===== src/rtl/alu_pkg.sv =====
// Shared opcode and state types for the ALU responder.
// Imported by alu and alu_responder.
package alu_pkg;

  localparam int ALU_OP_W = 3;

  typedef enum logic [ALU_OP_W-1:0] {
    ALU_ADD = 3'b000,
    ALU_SUB = 3'b001,
    ALU_AND = 3'b010,
    ALU_OR  = 3'b011,
    ALU_XOR = 3'b100,
    ALU_SLL = 3'b101,
    ALU_SRL = 3'b110,
    ALU_SLT = 3'b111
  } alu_op_t;

  typedef enum logic [1:0] {
    IDLE  = 2'd0,
    SHIFT = 2'd1,
    RESP  = 2'd2
  } resp_state_t;

endpackage


===== src/rtl/alu_responder_alu.sv =====
// Combinational ALU: add/sub wrap, logic ops, barrel shifts,
// signed set-less-than.
module alu
  import alu_pkg::*;
#(
  parameter int n = 32
) (
  input  logic [n-1:0] a,
  input  logic [n-1:0] b,
  input  alu_op_t      op,
  output logic [n-1:0] y
);

  localparam int SH_W = $clog2(n);

  logic [SH_W-1:0] sh;
  logic            lt;

  assign sh = b[SH_W-1:0];
  assign lt = $signed(a) < $signed(b);

  // One result per opcode; every encoding is decoded.
  always_comb begin
    y = '0;
    unique case (op)
      ALU_ADD: y = a + b;
      ALU_SUB: y = a - b;
      ALU_AND: y = a & b;
      ALU_OR:  y = a | b;
      ALU_XOR: y = a ^ b;
      ALU_SLL: y = a << sh;
      ALU_SRL: y = a >> sh;
      ALU_SLT: y = {{(n-1){1'b0}}, lt};
      default: y = '0;
    endcase
  end

endmodule


===== src/rtl/alu_responder.sv =====
// Handshaked ALU front end: one op at a time, iterative shifts.
// Optional counters under `ALU_RESPONDER_STATS_EN.
module alu_responder
  import alu_pkg::*;
#(
  parameter int N       = 32,
  parameter int TAG_W   = 4,
  parameter int SHAMT_W = 5
) (
  input  logic                clk,
  input  logic                reset_n,
  input  logic                req_valid,
  output logic                req_ready,
  input  logic [N-1:0]        req_a,
  input  logic [N-1:0]        req_b,
  input  logic [ALU_OP_W-1:0] req_op,
  input  logic [TAG_W-1:0]    req_tag,
  output logic                rsp_valid,
  input  logic                rsp_ready,
  output logic [N-1:0]        rsp_result,
  output logic                rsp_zero,
`ifdef ALU_RESPONDER_STATS_EN
  output logic [TAG_W-1:0]    rsp_tag,
  output logic [31:0]         stat_ops,
  output logic [31:0]         stat_stall
`else
  output logic [TAG_W-1:0]    rsp_tag
`endif
);

  resp_state_t        state_q, state_d;
  alu_op_t            op_q, op_d;
  alu_op_t            req_op_e;
  logic [TAG_W-1:0]   tag_q, tag_d;
  logic [N-1:0]       work_q, work_d;
  logic [SHAMT_W-1:0] cnt_q, cnt_d;
  logic [N-1:0]       rsp_result_q, rsp_result_d;
  logic               rsp_zero_q, rsp_zero_d;
  logic [TAG_W-1:0]   rsp_tag_q, rsp_tag_d;

  logic [N-1:0]       alu_y;
  logic [N-1:0]       work_sh;
  logic [N-1:0]       first_res;
  logic [SHAMT_W-1:0] req_shamt;
  logic               req_is_shift;

  assign req_op_e     = alu_op_t'(req_op);
  assign req_shamt    = req_b[SHAMT_W-1:0];
  assign req_is_shift = (req_op_e == ALU_SLL) ||
                        (req_op_e == ALU_SRL);

  alu #(.n(N)) u_alu (
    .a  (req_a),
    .b  (req_b),
    .op (req_op_e),
    .y  (alu_y)
  );

  // Shifts bypass the ALU: a zero shift returns a unchanged.
  assign first_res = req_is_shift ? req_a : alu_y;

  // One bit per cycle, zero fill on the right shift.
  assign work_sh = (op_q == ALU_SLL) ? (work_q << 1)
                                     : (work_q >> 1);

  // Next-state, iterator and response register update.
  always_comb begin
    state_d      = state_q;
    op_d         = op_q;
    tag_d        = tag_q;
    work_d       = work_q;
    cnt_d        = cnt_q;
    rsp_result_d = rsp_result_q;
    rsp_zero_d   = rsp_zero_q;
    rsp_tag_d    = rsp_tag_q;
    unique case (state_q)
      IDLE: begin
        if (req_valid) begin
          op_d   = req_op_e;
          tag_d  = req_tag;
          work_d = req_a;
          cnt_d  = req_shamt;
          if (req_is_shift && (req_shamt != '0)) begin
            state_d = SHIFT;
          end else begin
            state_d      = RESP;
            rsp_result_d = first_res;
            rsp_zero_d   = ~|first_res;
            rsp_tag_d    = req_tag;
          end
        end
      end
      SHIFT: begin
        work_d = work_sh;
        cnt_d  = cnt_q - SHAMT_W'(1);
        if (cnt_q == SHAMT_W'(1)) begin
          state_d      = RESP;
          rsp_result_d = work_sh;
          rsp_zero_d   = ~|work_sh;
          rsp_tag_d    = tag_q;
        end
      end
      RESP: begin
        if (rsp_ready) state_d = IDLE;
      end
      default: state_d = IDLE;
    endcase
  end

  // FSM and datapath registers; reset discards any in-flight op.
  always_ff @(posedge clk or negedge reset_n) begin
    if (!reset_n) begin
      state_q      <= IDLE;
      op_q         <= ALU_ADD;
      tag_q        <= '0;
      work_q       <= '0;
      cnt_q        <= '0;
      rsp_result_q <= '0;
      rsp_zero_q   <= 1'b0;
      rsp_tag_q    <= '0;
    end else begin
      state_q      <= state_d;
      op_q         <= op_d;
      tag_q        <= tag_d;
      work_q       <= work_d;
      cnt_q        <= cnt_d;
      rsp_result_q <= rsp_result_d;
      rsp_zero_q   <= rsp_zero_d;
      rsp_tag_q    <= rsp_tag_d;
    end
  end

  assign req_ready  = (state_q == IDLE);
  assign rsp_valid  = (state_q == RESP);
  assign rsp_result = rsp_result_q;
  assign rsp_zero   = rsp_zero_q;
  assign rsp_tag    = rsp_tag_q;

`ifdef ALU_RESPONDER_STATS_EN
  logic [31:0] stat_ops_q, stat_ops_d;
  logic [31:0] stat_stall_q, stat_stall_d;

  // Completed responses and backpressured cycles, wrapping.
  always_comb begin
    stat_ops_d   = stat_ops_q;
    stat_stall_d = stat_stall_q;
    if (rsp_valid && rsp_ready)  stat_ops_d   = stat_ops_q + 32'd1;
    if (rsp_valid && !rsp_ready) stat_stall_d = stat_stall_q + 32'd1;
  end

  // Counter registers.
  always_ff @(posedge clk or negedge reset_n) begin
    if (!reset_n) begin
      stat_ops_q   <= '0;
      stat_stall_q <= '0;
    end else begin
      stat_ops_q   <= stat_ops_d;
      stat_stall_q <= stat_stall_d;
    end
  end

  assign stat_ops   = stat_ops_q;
  assign stat_stall = stat_stall_q;
`endif

endmodule


===== config.mk =====
export PLATFORM = sky130hd
export DESIGN_NAME = alu_responder
export DESIGN_NICKNAME = d
export VERILOG_FILES = /design/src/rtl/alu_pkg.sv /design/src/rtl/alu_responder_alu.sv /design/src/rtl/alu_responder.sv
export SDC_FILE = /design/constraint.sdc
export NUM_CORES = 1
export LEC_CHECK = 0
export ABC_AREA = 0
export BUFFER_PORTS_ARGS = -buffer_cell sky130_fd_sc_hd__buf_2
export CORE_MARGIN = 1
export CORE_UTILIZATION = 55
export CTS_CLUSTER_SIZE = 25
export DETAILED_ROUTE_END_ITERATION = 12
export GPL_TIMING_DRIVEN = 0
export MAX_ROUTING_LAYER = met4
export PLACE_DENSITY = 0.79
export SLEW_MARGIN = 25
export SYNTH_ARGS = -nofsm -noshare
export SYNTH_HDL_FRONTEND = slang
export SYNTH_SLANG_ARGS = --single-unit

===== constraint.sdc =====
create_clock -name clk -period 4.25 [get_ports clk]
set_input_delay 0.2125 -clock clk [delete_from_list [all_inputs] [get_ports clk]]
set_output_delay 0.2125 -clock clk [all_outputs]
set_load 0.005 [all_outputs]

==> flow_summary.toml <==
[worst_hold_path]
hp-start = "rsp_ready"
hold_end = "state_q[1]$_DFFE_PN0P_"
holdCritPathClass = "in2reg"
min_path_cells = 2

[sta]
finalSetupViolations = 0
tightest_slew_ns = 0.9342
finalSetupTns_ns = 0
timing.fmax_mhz = 238.0
hold_viol_final = 0
drv_slew = 0
skew_ns = 0.005766
fin_crit_sh_pct = 98.86
worst_slack_ns = 0.04843
fin_crit_ns = 4.202
rsz0062_at_grt = "false"
slew-limit-headroom_pct = 37.72

[clocking]
worstSkewPairLatency_ns = 0.34
htreeDepth = 3
cts_tree = "yes"
clk_pin_slew_ns = 0.06
cts_buffers = 9
cts.sinks = 83
cts_buffer_depth = 2
cts-root-buf = "clkbuf_16"

[detailed_routing]
dr.first_iter.drc_count = 1461
wl_per_cell_um = 23.57
vias = 11414
vias_per_cell = 6.766
drc = 0
ant_nets = 0
routed_wl_um = 39770
drtPass1Iterations = 6

[setup_path]
start_kind = "input port"
critical-path-max-stage-delay_ns = 0.51
rr_worst_depth = 14
ff2ff_setup_slack_ns = 0.58
cp-end-kind = "flip-flop"
cp.required_ns = 4.50
slowest_stage = "or4_1"
reg2reg_to = "rsp_zero$_DFFE_PN0P_"
arrival_ns = 4.45
worstPathCellList = "buf_2 > inv_1 > ha_1 > inv_1 > fa_1 > nor2b_1 > o311a_1 > o21a_1 > o211ai_2 > a31oi_1 > a21boi_1 > xnor2_1 > o22ai_1 > a31oi_1 > nand2_1 > or4_1 > o31ai_2"
crit_type = "in2reg"
critPathMaxFanout = 6
worstReg2RegStart = "cnt_q[1]$_DFFE_PN0P_"

[global_route]
grt_pass1_vias = 10687
grt_first_pass_wirelength_um = 60550
antenna_found_initial = 0
grt_usage_pct = 45.28
grt_max_degree = 54
grt_remaining_overflow = 0

[synthesis]
synth_cell_types = 83
synth_edf_count = 0
syn_nets = 1508
yosysSeqAreaShare_pct = 21.47
postSynthCellCount = 1333
ys_seq_elements = 83
syn_area_sq_mm = 0.009672
syn_avg_cell_area_sq_um = 7.256
yosys_warnings = 0
async_reset_ff_share_pct = 100.0
dominantRegCellSynth = "dfrtp_1"

[pwr]
power_density_mw_per_mm2 = 440.6
p_leak_nw = 5.004
ir_worst_vdd_uv = 446.1

[floorplan]
dieArea_sq_mm = 0.01812
rows = 48
fp.dieH_um = 134.6
coreArea_sq_mm = 0.01724
ioPinCount = 114
start_util_pct = 56.11
die_w_um = 134.6

[place]
dp_slack_ns = -0.2282
gp_congestion = 0.9957
hpwl_um = 30660
io_buffers = 112

[layout]
n_fill_cell = 1611
final_layout_size_suffix_gt1_share_pct = 12.24
nets = 1633
diodes = 0
syn_to_final_growth_pct = 11.94

[run_status]
outcome = "finished, final reports clean"

[flow_run]
max_cap_viol_count = 0
[layout by cell type, fill, tap and decap left out, types with 22 or more instances in the layout]
cell type / netlist / layout
dfrtp_1: 83 / 83
nand2b_1: 22 / 22
ha_1: 98 / 98
a21oi_1: 144 / 144
inv_1: 94 / 94
nor2_1: 115 / 115
a221o_1: 28 / 28
nand2_1: 169 / 169
o21ai_0: 97 / 97
o22ai_1: 25 / 25
buf_2: 15 / 126
clkbuf_1: 63 / 64
[stage by stage]
step | hold WS, ns | instance area (sq um) | cells | power (mW) | utilization [%]
6_report | 0.07016 | 10830 | 1687 | 4.770 | 62.81
5_1_grt | 0.07095 | 10830 | 1687 | 5.058 | 62.81
4_1_cts | 0.07475 | 10820 | 1687 | 4.663 | 62.75
3_5_place_dp | 0.1750 | 10540 | 1671 | 3.949 | 61.17
3_3_place_gp | 0.4287 | 10510 | 1670 | 3.890 | 61.00
2_1_floorplan | -0.08309 | 9672 | 1333 | 3.024 | -
[cells in the mapped netlist, types with 18 or more instances]
cell type	number	share of area, %
a21oi_1	144	7.5
inv_1	94	3.6
o21ai_0	97	5.0
nand2_1	169	6.6
nand2b_1	22	1.4
ha_1	98	13
nor2_1	115	4.5
nor3_1	19	0.98
clkbuf_1	63	2.4
mux2i_1	18	1.9
o31ai_1	20	1.6
a221o_1	28	2.9
o22ai_1	25	1.6
dfrtp_1	83	21
[report_power, final]
part	internal (mW)	switching (mW)	total, mW
logic	0.936	1.63	2.57
clock network	0.406	0.305	0.710
registers	1.17	0.324	1.49
total	2.51	2.26	4.77
[worst max-delay path by stage]
stage	start	endpoint	slack, ns	cells past startpoint
2_1_floorplan	req_a[0]	rsp_zero$_DFFE_PN0P_	0.81	16
3_3_place_gp	req_b[4]	rsp_zero$_DFFE_PN0P_	-0.23	16
3_5_place_dp	req_b[4]	rsp_zero$_DFFE_PN0P_	-0.23	16
4_1_cts	req_b[4]	rsp_zero$_DFFE_PN0P_	0.08	16
5_1_grt	req_a[4]	rsp_zero$_DFFE_PN0P_	0.04	16
6_report	req_a[0]	rsp_zero$_DFFE_PN0P_	0.05	17
[critical path: cells and delay by family]
family          cells  cell delay [ns]
compound gates      8             2.32
xor+xnor            1             0.17
fa+ha+maj           2             0.62
buf+inv             3             0.31
simple gates        3             0.79
[per-layer routing]
metal  GRT usage (%)  wire [um]
met4           21.22       1853
met3           9.459       5095
met2           67.50      17100
met1           58.61      15720
met5               -          0
[what timing repair did]
| item | 4_1_cts | 5_1_grt |
|---|---|---|
| endpoints found under the hold margin | 30 | 0 |
| resized for setup | 0 | 4 |
| hold buffers | 1 | 0 |
| setup endpoints to repair | 0 | 2 |
| setup buffers | 0 | 0 |
[logic make-up after synthesis]
logic type | Yosys count | share of synthesized area (%)
multiplexers | 18 | 1.863
AO/OA/AOI/OAI | 496 | 34.11
buffers and inverters | 192 | 7.646
adder cells (fa/ha/maj) | 100 | 13.09
flip-flops | 83 | 21.47
AND/OR/NAND/NOR | 430 | 20.54
XOR/XNOR | 14 | 1.268
[final cells by class]
type	count	area, sq um	share of cell area (%)
Clock inverter	3	15.01	0.1387
Tap cell	225	281.5	2.600
Buffer	88	349.1	3.224
Sequential cell	83	2077	19.18
Clock buffer	12	246.5	2.277
Multi-Input combinational cell	1058	6867	63.42
Timing Repair Buffer	114	600.6	5.547
Inverter	104	390.4	3.606
[flip-flops by register name, indices dropped and copies added (netlist names)]
register    flops
rsp_result     32
work_q         32
state_q         2
rsp_tag         4
cnt_q           5
rsp_zero        1
op_q            3
tag_q           4
Power figures use the tool's default switching activity.
